### src/rtl/uart_pkg.sv
// Shared UART types, parity helpers and constants used by uart_core_p and its FIFOs.
package uart_pkg;

    typedef enum logic [2:0] {TX_IDLE, TX_START, TX_DATA, TX_PAR, TX_STOP} tx_st_e;
    typedef enum logic [2:0] {RX_IDLE, RX_START, RX_DATA, RX_PAR, RX_STOP} rx_st_e;
    typedef enum logic [1:0] {PAR_NONE = 2'd0, PAR_EVEN = 2'd1, PAR_ODD = 2'd2} par_e;

    localparam int DIV_MIN = 3;

    // Code 3 is reserved and behaves as no parity.
    function automatic logic par_on(input logic [1:0] par);
        return (par_e'(par) == PAR_EVEN) || (par_e'(par) == PAR_ODD);
    endfunction

    function automatic logic par_bit(input logic [1:0] par, input logic [7:0] data);
        return (par_e'(par) == PAR_ODD) ? ~^data : ^data;
    endfunction

endpackage

### src/rtl/uart_fifo.sv
// Synchronous FIFO with occupancy, next-state occupancy and flush; pointers one bit wider than the address.
import uart_pkg::*;

module uart_fifo #(
    parameter  int W     = 8,
    parameter  int DEPTH = 8,
    localparam int AW    = $clog2(DEPTH)
) (
    input  logic          clk,
    input  logic          rst,
    input  logic          clear,
    input  logic          push,
    input  logic          pop,
    input  logic [W-1:0]  din,
    output logic [W-1:0]  dout,
    output logic [AW:0]   cnt,
    output logic [AW:0]   cnt_nxt,
    output logic          full,
    output logic          empty
);

    localparam logic [AW:0] ONE = (AW+1)'(1);

    logic [W-1:0] mem [DEPTH];
    logic [AW:0]  wp;
    logic [AW:0]  rp;
    logic         do_push;
    logic         do_pop;

    assign cnt     = wp - rp;
    assign full    = (cnt == (AW+1)'(DEPTH));
    assign empty   = (cnt == '0);
    assign do_push = push && !full;
    assign do_pop  = pop && !empty;
    assign dout    = mem[rp[AW-1:0]];

    always_comb begin
        cnt_nxt = cnt;
        if (clear)
            cnt_nxt = '0;
        else if (do_push && !do_pop)
            cnt_nxt = cnt + ONE;
        else if (do_pop && !do_push)
            cnt_nxt = cnt - ONE;
    end

    // NOTE: storage has no reset; only the pointers decide which entries are valid.
    always_ff @(posedge clk) begin
        if (do_push && !clear)
            mem[wp[AW-1:0]] <= din;
    end

    always_ff @(posedge clk or posedge rst) begin
        if (rst) begin
            wp <= '0;
            rp <= '0;
        end else if (clear) begin
            wp <= '0;
            rp <= '0;
        end else begin
            if (do_push)
                wp <= wp + ONE;
            if (do_pop)
                rp <= rp + ONE;
        end
    end

endmodule

### src/rtl/uart_core_p.sv
// Full-duplex UART: baud-timed TX/RX FSMs, TX/RX FIFOs, RX error flags and level interrupts.
// Define UART_LOOPBACK_EN to add the lpbk port (internal tx feeds RX, tx pin held idle).
import uart_pkg::*;

module uart_core_p #(
    parameter  int DW    = 8,
    parameter  int DEPTH = 8,
    parameter  int CW    = 16,
    localparam int AW    = $clog2(DEPTH)
) (
    input  logic          clk,
    input  logic          rst,
    input  logic          en,
    input  logic          clear,
    input  logic [CW-1:0] div,
    input  logic [1:0]    par,
    input  logic          stop2,
    input  logic          wvalid,
    output logic          wready,
    input  logic [DW-1:0] wdata,
    output logic          rvalid,
    input  logic          rready,
    output logic [DW-1:0] rdata,
    output logic          rperr,
    output logic          rferr,
    output logic          ovr,
    output logic [AW:0]   wcnt,
    output logic [AW:0]   rcnt,
    input  logic [AW:0]   wlvl,
    input  logic [AW:0]   rlvl,
    output logic          wintr,
    output logic          rintr,
    output logic          tx,
`ifdef UART_LOOPBACK_EN
    input  logic          lpbk,
`endif
    input  logic          rx
);

    localparam int IW = $clog2(DW);

    logic [CW-1:0] div_eff;
    logic [CW:0]   div_p1;
    logic [CW-1:0] rx_half;

    assign div_eff = (div < CW'(DIV_MIN)) ? CW'(DIV_MIN) : div;
    assign div_p1  = {1'b0, div_eff} + (CW+1)'(1);
    assign rx_half = CW'((div_p1 >> 1) - (CW+1)'(1));

    // ---------------- TX path ----------------
    tx_st_e        tx_st;
    logic [CW-1:0] tx_cnt;
    logic [DW-1:0] tx_sh;
    logic [IW-1:0] tx_idx;
    logic          tx_pbit;
    logic          tx_stop_2nd;
    logic          tx_q;
    logic [DW-1:0] tx_head;
    logic          tx_full;
    logic          tx_empty;
    logic          tx_bnd;
    logic          tx_last_stop;
    logic          tx_pop;
    logic [AW:0]   wcnt_nxt;

    assign tx_bnd       = (tx_cnt == '0);
    assign tx_last_stop = (tx_st == TX_STOP) && tx_bnd && (!stop2 || tx_stop_2nd);
    // Head leaves the FIFO on the same edge the FSM enters START.
    assign tx_pop       = en && !tx_empty && ((tx_st == TX_IDLE) || tx_last_stop);

    uart_fifo #(.W(DW), .DEPTH(DEPTH)) u_tx_fifo (
        .clk     (clk),
        .rst     (rst),
        .clear   (clear),
        .push    (wvalid),
        .pop     (tx_pop),
        .din     (wdata),
        .dout    (tx_head),
        .cnt     (wcnt),
        .cnt_nxt (wcnt_nxt),
        .full    (tx_full),
        .empty   (tx_empty)
    );

    always_ff @(posedge clk or posedge rst) begin
        if (rst) begin
            tx_st       <= TX_IDLE;
            tx_cnt      <= '0;
            tx_sh       <= '0;
            tx_idx      <= '0;
            tx_pbit     <= 1'b0;
            tx_stop_2nd <= 1'b0;
            tx_q        <= 1'b1;
        end else if (!en) begin
            tx_st <= TX_IDLE;
            tx_q  <= 1'b1;
        end else if (tx_pop) begin
            tx_st   <= TX_START;
            tx_q    <= 1'b0;
            tx_cnt  <= div_eff;
            tx_sh   <= tx_head;
            tx_pbit <= par_bit(par, 8'(tx_head));
        end else begin
            case (tx_st)
                TX_IDLE: tx_q <= 1'b1;
                TX_START: begin
                    if (tx_bnd) begin
                        tx_st  <= TX_DATA;
                        tx_q   <= tx_sh[0];
                        tx_sh  <= tx_sh >> 1;
                        tx_idx <= '0;
                        tx_cnt <= div_eff;
                    end else begin
                        tx_cnt <= tx_cnt - CW'(1);
                    end
                end
                TX_DATA: begin
                    if (tx_bnd) begin
                        tx_cnt <= div_eff;
                        if (tx_idx == IW'(DW - 1)) begin
                            if (par_on(par)) begin
                                tx_st <= TX_PAR;
                                tx_q  <= tx_pbit;
                            end else begin
                                tx_st       <= TX_STOP;
                                tx_q        <= 1'b1;
                                tx_stop_2nd <= 1'b0;
                            end
                        end else begin
                            tx_q   <= tx_sh[0];
                            tx_sh  <= tx_sh >> 1;
                            tx_idx <= tx_idx + IW'(1);
                        end
                    end else begin
                        tx_cnt <= tx_cnt - CW'(1);
                    end
                end
                TX_PAR: begin
                    if (tx_bnd) begin
                        tx_st       <= TX_STOP;
                        tx_q        <= 1'b1;
                        tx_stop_2nd <= 1'b0;
                        tx_cnt      <= div_eff;
                    end else begin
                        tx_cnt <= tx_cnt - CW'(1);
                    end
                end
                TX_STOP: begin
                    if (tx_bnd) begin
                        if (stop2 && !tx_stop_2nd) begin
                            tx_stop_2nd <= 1'b1;
                            tx_cnt      <= div_eff;
                        end else begin
                            tx_st <= TX_IDLE;
                            tx_q  <= 1'b1;
                        end
                    end else begin
                        tx_cnt <= tx_cnt - CW'(1);
                    end
                end
                default: begin
                    tx_st <= TX_IDLE;
                    tx_q  <= 1'b1;
                end
            endcase
        end
    end

    // ---------------- RX path ----------------
    logic rx_src;

`ifdef UART_LOOPBACK_EN
    assign rx_src = lpbk ? tx_q : rx;
    assign tx     = lpbk ? 1'b1 : tx_q;
`else
    assign rx_src = rx;
    assign tx     = tx_q;
`endif

    rx_st_e        rx_st;
    logic          rx_m;
    logic          rx_s;
    logic          rx_prev;
    logic [CW-1:0] rx_cnt;
    logic [DW-1:0] rx_sh;
    logic [IW-1:0] rx_idx;
    logic          rx_perr;
    logic          rx_bnd;
    logic          rx_push;
    logic          rx_full;
    logic          rx_empty;
    logic [DW+1:0] rx_din;
    logic [DW+1:0] rx_dout;
    logic [AW:0]   rcnt_nxt;

    always_ff @(posedge clk or posedge rst) begin
        if (rst) begin
            rx_m    <= 1'b1;
            rx_s    <= 1'b1;
            rx_prev <= 1'b1;
        end else begin
            rx_m    <= rx_src;
            rx_s    <= rx_m;
            rx_prev <= rx_s;
        end
    end

    assign rx_bnd  = (rx_cnt == '0);
    assign rx_push = en && (rx_st == RX_STOP) && rx_bnd;
    assign rx_din  = {~rx_s, rx_perr, rx_sh};

    always_ff @(posedge clk or posedge rst) begin
        if (rst) begin
            rx_st   <= RX_IDLE;
            rx_cnt  <= '0;
            rx_sh   <= '0;
            rx_idx  <= '0;
            rx_perr <= 1'b0;
        end else if (!en) begin
            rx_st <= RX_IDLE;
        end else begin
            case (rx_st)
                RX_IDLE: begin
                    if (rx_prev && !rx_s) begin
                        rx_st   <= RX_START;
                        rx_cnt  <= rx_half;
                        rx_perr <= 1'b0;
                    end
                end
                RX_START: begin
                    if (rx_bnd) begin
                        if (rx_s) begin
                            rx_st <= RX_IDLE;
                        end else begin
                            rx_st  <= RX_DATA;
                            rx_idx <= '0;
                            rx_cnt <= div_eff;
                        end
                    end else begin
                        rx_cnt <= rx_cnt - CW'(1);
                    end
                end
                RX_DATA: begin
                    if (rx_bnd) begin
                        rx_sh  <= {rx_s, rx_sh[DW-1:1]};
                        rx_cnt <= div_eff;
                        if (rx_idx == IW'(DW - 1))
                            rx_st <= par_on(par) ? RX_PAR : RX_STOP;
                        else
                            rx_idx <= rx_idx + IW'(1);
                    end else begin
                        rx_cnt <= rx_cnt - CW'(1);
                    end
                end
                RX_PAR: begin
                    if (rx_bnd) begin
                        rx_perr <= (rx_s != par_bit(par, 8'(rx_sh)));
                        rx_st   <= RX_STOP;
                        rx_cnt  <= div_eff;
                    end else begin
                        rx_cnt <= rx_cnt - CW'(1);
                    end
                end
                RX_STOP: begin
                    // Leaves at mid-stop so the next start edge is caught despite rate mismatch.
                    if (rx_bnd)
                        rx_st <= RX_IDLE;
                    else
                        rx_cnt <= rx_cnt - CW'(1);
                end
                default: rx_st <= RX_IDLE;
            endcase
        end
    end

    uart_fifo #(.W(DW + 2), .DEPTH(DEPTH)) u_rx_fifo (
        .clk     (clk),
        .rst     (rst),
        .clear   (clear),
        .push    (rx_push),
        .pop     (rready),
        .din     (rx_din),
        .dout    (rx_dout),
        .cnt     (rcnt),
        .cnt_nxt (rcnt_nxt),
        .full    (rx_full),
        .empty   (rx_empty)
    );

    always_ff @(posedge clk or posedge rst) begin
        if (rst)
            ovr <= 1'b0;
        else if (clear)
            ovr <= 1'b0;
        else if (rx_push && rx_full)
            ovr <= 1'b1;
    end

    always_ff @(posedge clk or posedge rst) begin
        if (rst) begin
            wintr <= 1'b1;
            rintr <= 1'b0;
        end else begin
            wintr <= (wcnt_nxt <= wlvl);
            rintr <= (rlvl != '0) && (rcnt_nxt >= rlvl);
        end
    end

    assign wready = !tx_full;
    assign rvalid = !rx_empty;
    assign rdata  = rx_dout[DW-1:0];
    assign rperr  = rvalid && rx_dout[DW];
    assign rferr  = rvalid && rx_dout[DW+1];

endmodule

### config.mk
export PLATFORM = sky130hd
export DESIGN_NAME = uart_core_p
export DESIGN_NICKNAME = d
export VERILOG_FILES = /design/src/rtl/uart_pkg.sv /design/src/rtl/uart_fifo.sv /design/src/rtl/uart_core_p.sv
export SDC_FILE = /design/constraint.sdc
export NUM_CORES = 1
export LEC_CHECK = 0
export ABC_AREA = 1
export CORE_UTILIZATION = 41
export CTS_BUF_LIST = sky130_fd_sc_hd__clkbuf_2
export DETAILED_ROUTE_END_ITERATION = 10
export PLACE_DENSITY = 0.62
export SYNTH_ARGS = -nofsm -noshare
export SYNTH_HDL_FRONTEND = slang
export SYNTH_SLANG_ARGS = --single-unit
### constraint.sdc
create_clock -name clk -period 7 [get_ports clk]
set_input_delay 0.7 -clock clk [delete_from_list [all_inputs] [get_ports clk]]
set_output_delay 0.7 -clock clk [all_outputs]
set_load 0.005 [all_outputs]
==> results.cfg <==
[clock_network]
postCtsHoldBufs = 0
path_clk_slew_ns = 0.11
ctsLongestPathBuffers = 3
h-tree-depth = 2
clock_latency_ns = 0.90
cts_tree = built
postCtsSetupRepairBufs = 0
numCtsBuffers = 61
cts_resized = 0
clock-root-buffer = clkbuf_2
numClockSinks = 230

[setup_path]
path_delay_family = buffers and inverters
r2r_cells = 21
path_max_fanout = 25
path_depth = 8
cp_common_cell = inv_1
crit_buf_inv = 4
path_cells = inv_1, fa_1, inv_1, ha_1, inv_1, nor2_1, a221oi_1, clkdlybuf4s50_1
cp-end-kind = output port
setup.worst_path.end = rperr
reg2reg_from = u_rx_fifo.rp[1]
start_kind = flip-flop
startpoint = u_rx_fifo.rp[1]
worstPathArrival_ns = 4.49
worstReg2RegEnd = rintr
crit_required_ns = 6.30
worst-setup-path-type = reg -> out
cpPeakStageDelay_ns = 0.82
cp_slowest_cell = dfrtp_1
regToRegSetupSlack_ns = 2.33

[timing]
setup_viol = 0
slew_viol_final = 0
post-route-period-util = 0.742
fmax_ghz = 0.193
fin_tns_setup_ns = 0
skew_ns = 0.0931
relSlewSlack = 0.185
tightest_slew_ns = 1.21
rsz0062_at_grt = no
layout_min_cycle_time_ns = 5.19
finalHoldViolations = 0

[drt]
dr.max_layer_used = met4
drtIter0Drc = 626
wl_um = 30600
vias = 10400
vias_per_cell = 5.06
met2_length_um = 14200
firstDrtPassIters = 5
wl_per_cell_um = 14.8
wl_met1_um = 14300
met3_length_um = 1450
drc = 0
ant_nets = 0

[flow_run]
maxCapViolations = 0

[power]
p_sw_mw = 2.07
peakVddDrop_mv = 0.183
pwr-share-clk = 0.197
leakage_nw = 6.59
seq_power_share = 0.363
power.share.switching = 0.429
power_density_nw_per_um2 = 331
comb_power_share = 0.440
total_power_mw = 4.83
internal-power_mw = 2.76

[die]
initial_core_util = 0.422
die_area_um2 = 32500
core_region_area_um2 = 30900
die_y_um = 180
die_x_um = 180
io_pins = 66
row_count = 64

[cells_and_area]
drive_above_1_share = 0.121
fill_cells = 3042
seqCellArea_um2 = 6480
areaGrowthSynthToFinish_pct = 12.0
fin_util = 0.473
final_nets = 1693
multi_input_area_um2 = 5610
mostFrequentLayoutCells = 384 x nand2_1, 165 x nor2_1, 164 x inv_1
final_common_cell = nand2_1

[synth]
ys_types = 57
ys_seq_area_frac = 0.497
syn_area_um2 = 13000
synth.avg_cell_area_um2 = 8.58
postSynth.asyncResetShare = 0.374
synth_seq_cells = 230
syn_inst = 1520
syn_nets = 1600
synthFlopType = edfxtp_1
ys_warn_count = 0
synth_edf_count = 144

[worst_hold_path]
min_path_type = in -> async

[global_route]
grt_overflow = 0
antenna_found_initial = 1
grt_pass1_vias = 10300
grt_max_degree = 50
grt_pass1_wl_um = 50800
grt_usage = 0.192

[placed_design]
hpwl_um = 21400
gp_congestion = 0.878
portBuffers = 65

[outcome]
status = complete, no violations
-- cell usage after synthesis, types with 5 or more instances --
library cell / n / share of area
xnor2_1: 10 / 0.0067
nand3_1: 105 / 0.040
nand2_2: 16 / 0.0077
o211ai_2: 6 / 0.0058
nand2_1: 384 / 0.11
inv_2: 16 / 0.0046
a22oi_1: 8 / 0.0046
nor2_1: 165 / 0.047
xor2_1: 39 / 0.026
inv_1: 165 / 0.047
o22ai_1: 17 / 0.0082
o21ai_0: 83 / 0.032
nand3_2: 8 / 0.0061
o21ai_1: 5 / 0.0019
clkbuf_1: 20 / 0.0058
buf_6: 5 / 0.0043
ha_1: 36 / 0.035
nor2_2: 6 / 0.0029
a31oi_1: 10 / 0.0048
buf_2: 17 / 0.0065
edfxtp_1: 144 / 0.33
nor3_1: 27 / 0.010
nand4_1: 11 / 0.0053
o211ai_1: 10 / 0.0058
dfstp_2: 5 / 0.010
dfrtp_1: 81 / 0.16
nor2_4: 7 / 0.0060
a21oi_1: 53 / 0.020
mux2_2: 7 / 0.0060
-- flip-flops by register name, summed over array words and instances, names as in the netlist, 4 cells and up --
register       count
u_rx_fifo.rp       4
u_tx_fifo.rp       4
u_tx_fifo.wp       4
u_tx_fifo.mem     64
u_rx_fifo.mem     80
tx_sh              8
rx_cnt            16
u_rx_fifo.wp       4
tx_cnt            16
rx_sh              8
-- cell families (layout without fill, tap and decap cells) --
group                      Yosys count  after routing  share of synthesized area
other                                0              2                          0
muxes                                7              7                    0.00605
xor gates and xnor gates            53             53                     0.0379
adders and majority gates           38             38                     0.0376
DFF                                230            230                      0.497
AOI/OAI and AO/OA                  218            218                      0.100
buffers and inverters              230            376                     0.0728
and+or+nand+nor                    744            744                      0.248
-- final cells by class --
class | instances | area share
clock inverter | 33 | 0.0118
antenna | 2 | 0.000343
timing repair buffer | 76 | 0.0502
inverter | 184 | 0.0477
sequential | 230 | 0.444
clock buffer | 83 | 0.0284
multi-input combinational | 1060 | 0.384
tap | 396 | 0.0339
-- worst min path at each step --
stage | startpoint | slack, ns | depth (start not counted) | to
5_1_grt | rx | 0.20 | 1 | rx_m
2_1_floorplan | rx_m | 0.35 | 0 | rx_s
3_5_place_dp | rx_m | 0.35 | 0 | rx_s
3_3_place_gp | rx_m | 0.35 | 0 | rx_s
6_report | rst | 0.23 | 2 | tx_cnt[12]
4_1_cts | rx | 0.14 | 1 | rx_m
-- power by group through the flow --
stage | clock network [mW] | logic, mW | registers, mW
after global routing | 1.06 | 2.42 | 1.77
after floorplan | 0 | 1.60 | 1.73
after CTS | 0.989 | 2.13 | 1.75
final | 0.951 | 2.12 | 1.75
after detailed placement | 0 | 2.13 | 1.78
after global placement | 0 | 2.09 | 1.77
-- through the flow --
| stage | setup WS (ns) | area, um^2 | instances | hold slack [ns] |
|---|---|---|---|---|
| final | 1.81 | 14600 | 2064 | 0.228 |
| after global routing | 1.44 | 14600 | 2064 | 0.201 |
| after CTS | 1.68 | 14600 | 2062 | 0.139 |
| after detailed placement | 2.39 | 14000 | 1946 | 0.350 |
| after global placement | 2.53 | 14000 | 1946 | 0.347 |
| after floorplan | 3.63 | 13000 | 1520 | 0.345 |
-- routing by layer --
| metal | track usage | up-vias |
|---|---|---|
| met4 | 0.0656 | 0 |
| met5 | 0 | - |
| met2 | 0.310 | 242 |
| li1 | - | 5284 |
| met1 | 0.259 | 4868 |
| met3 | 0.0335 | 54 |
Power figures use the tool's default switching activity.
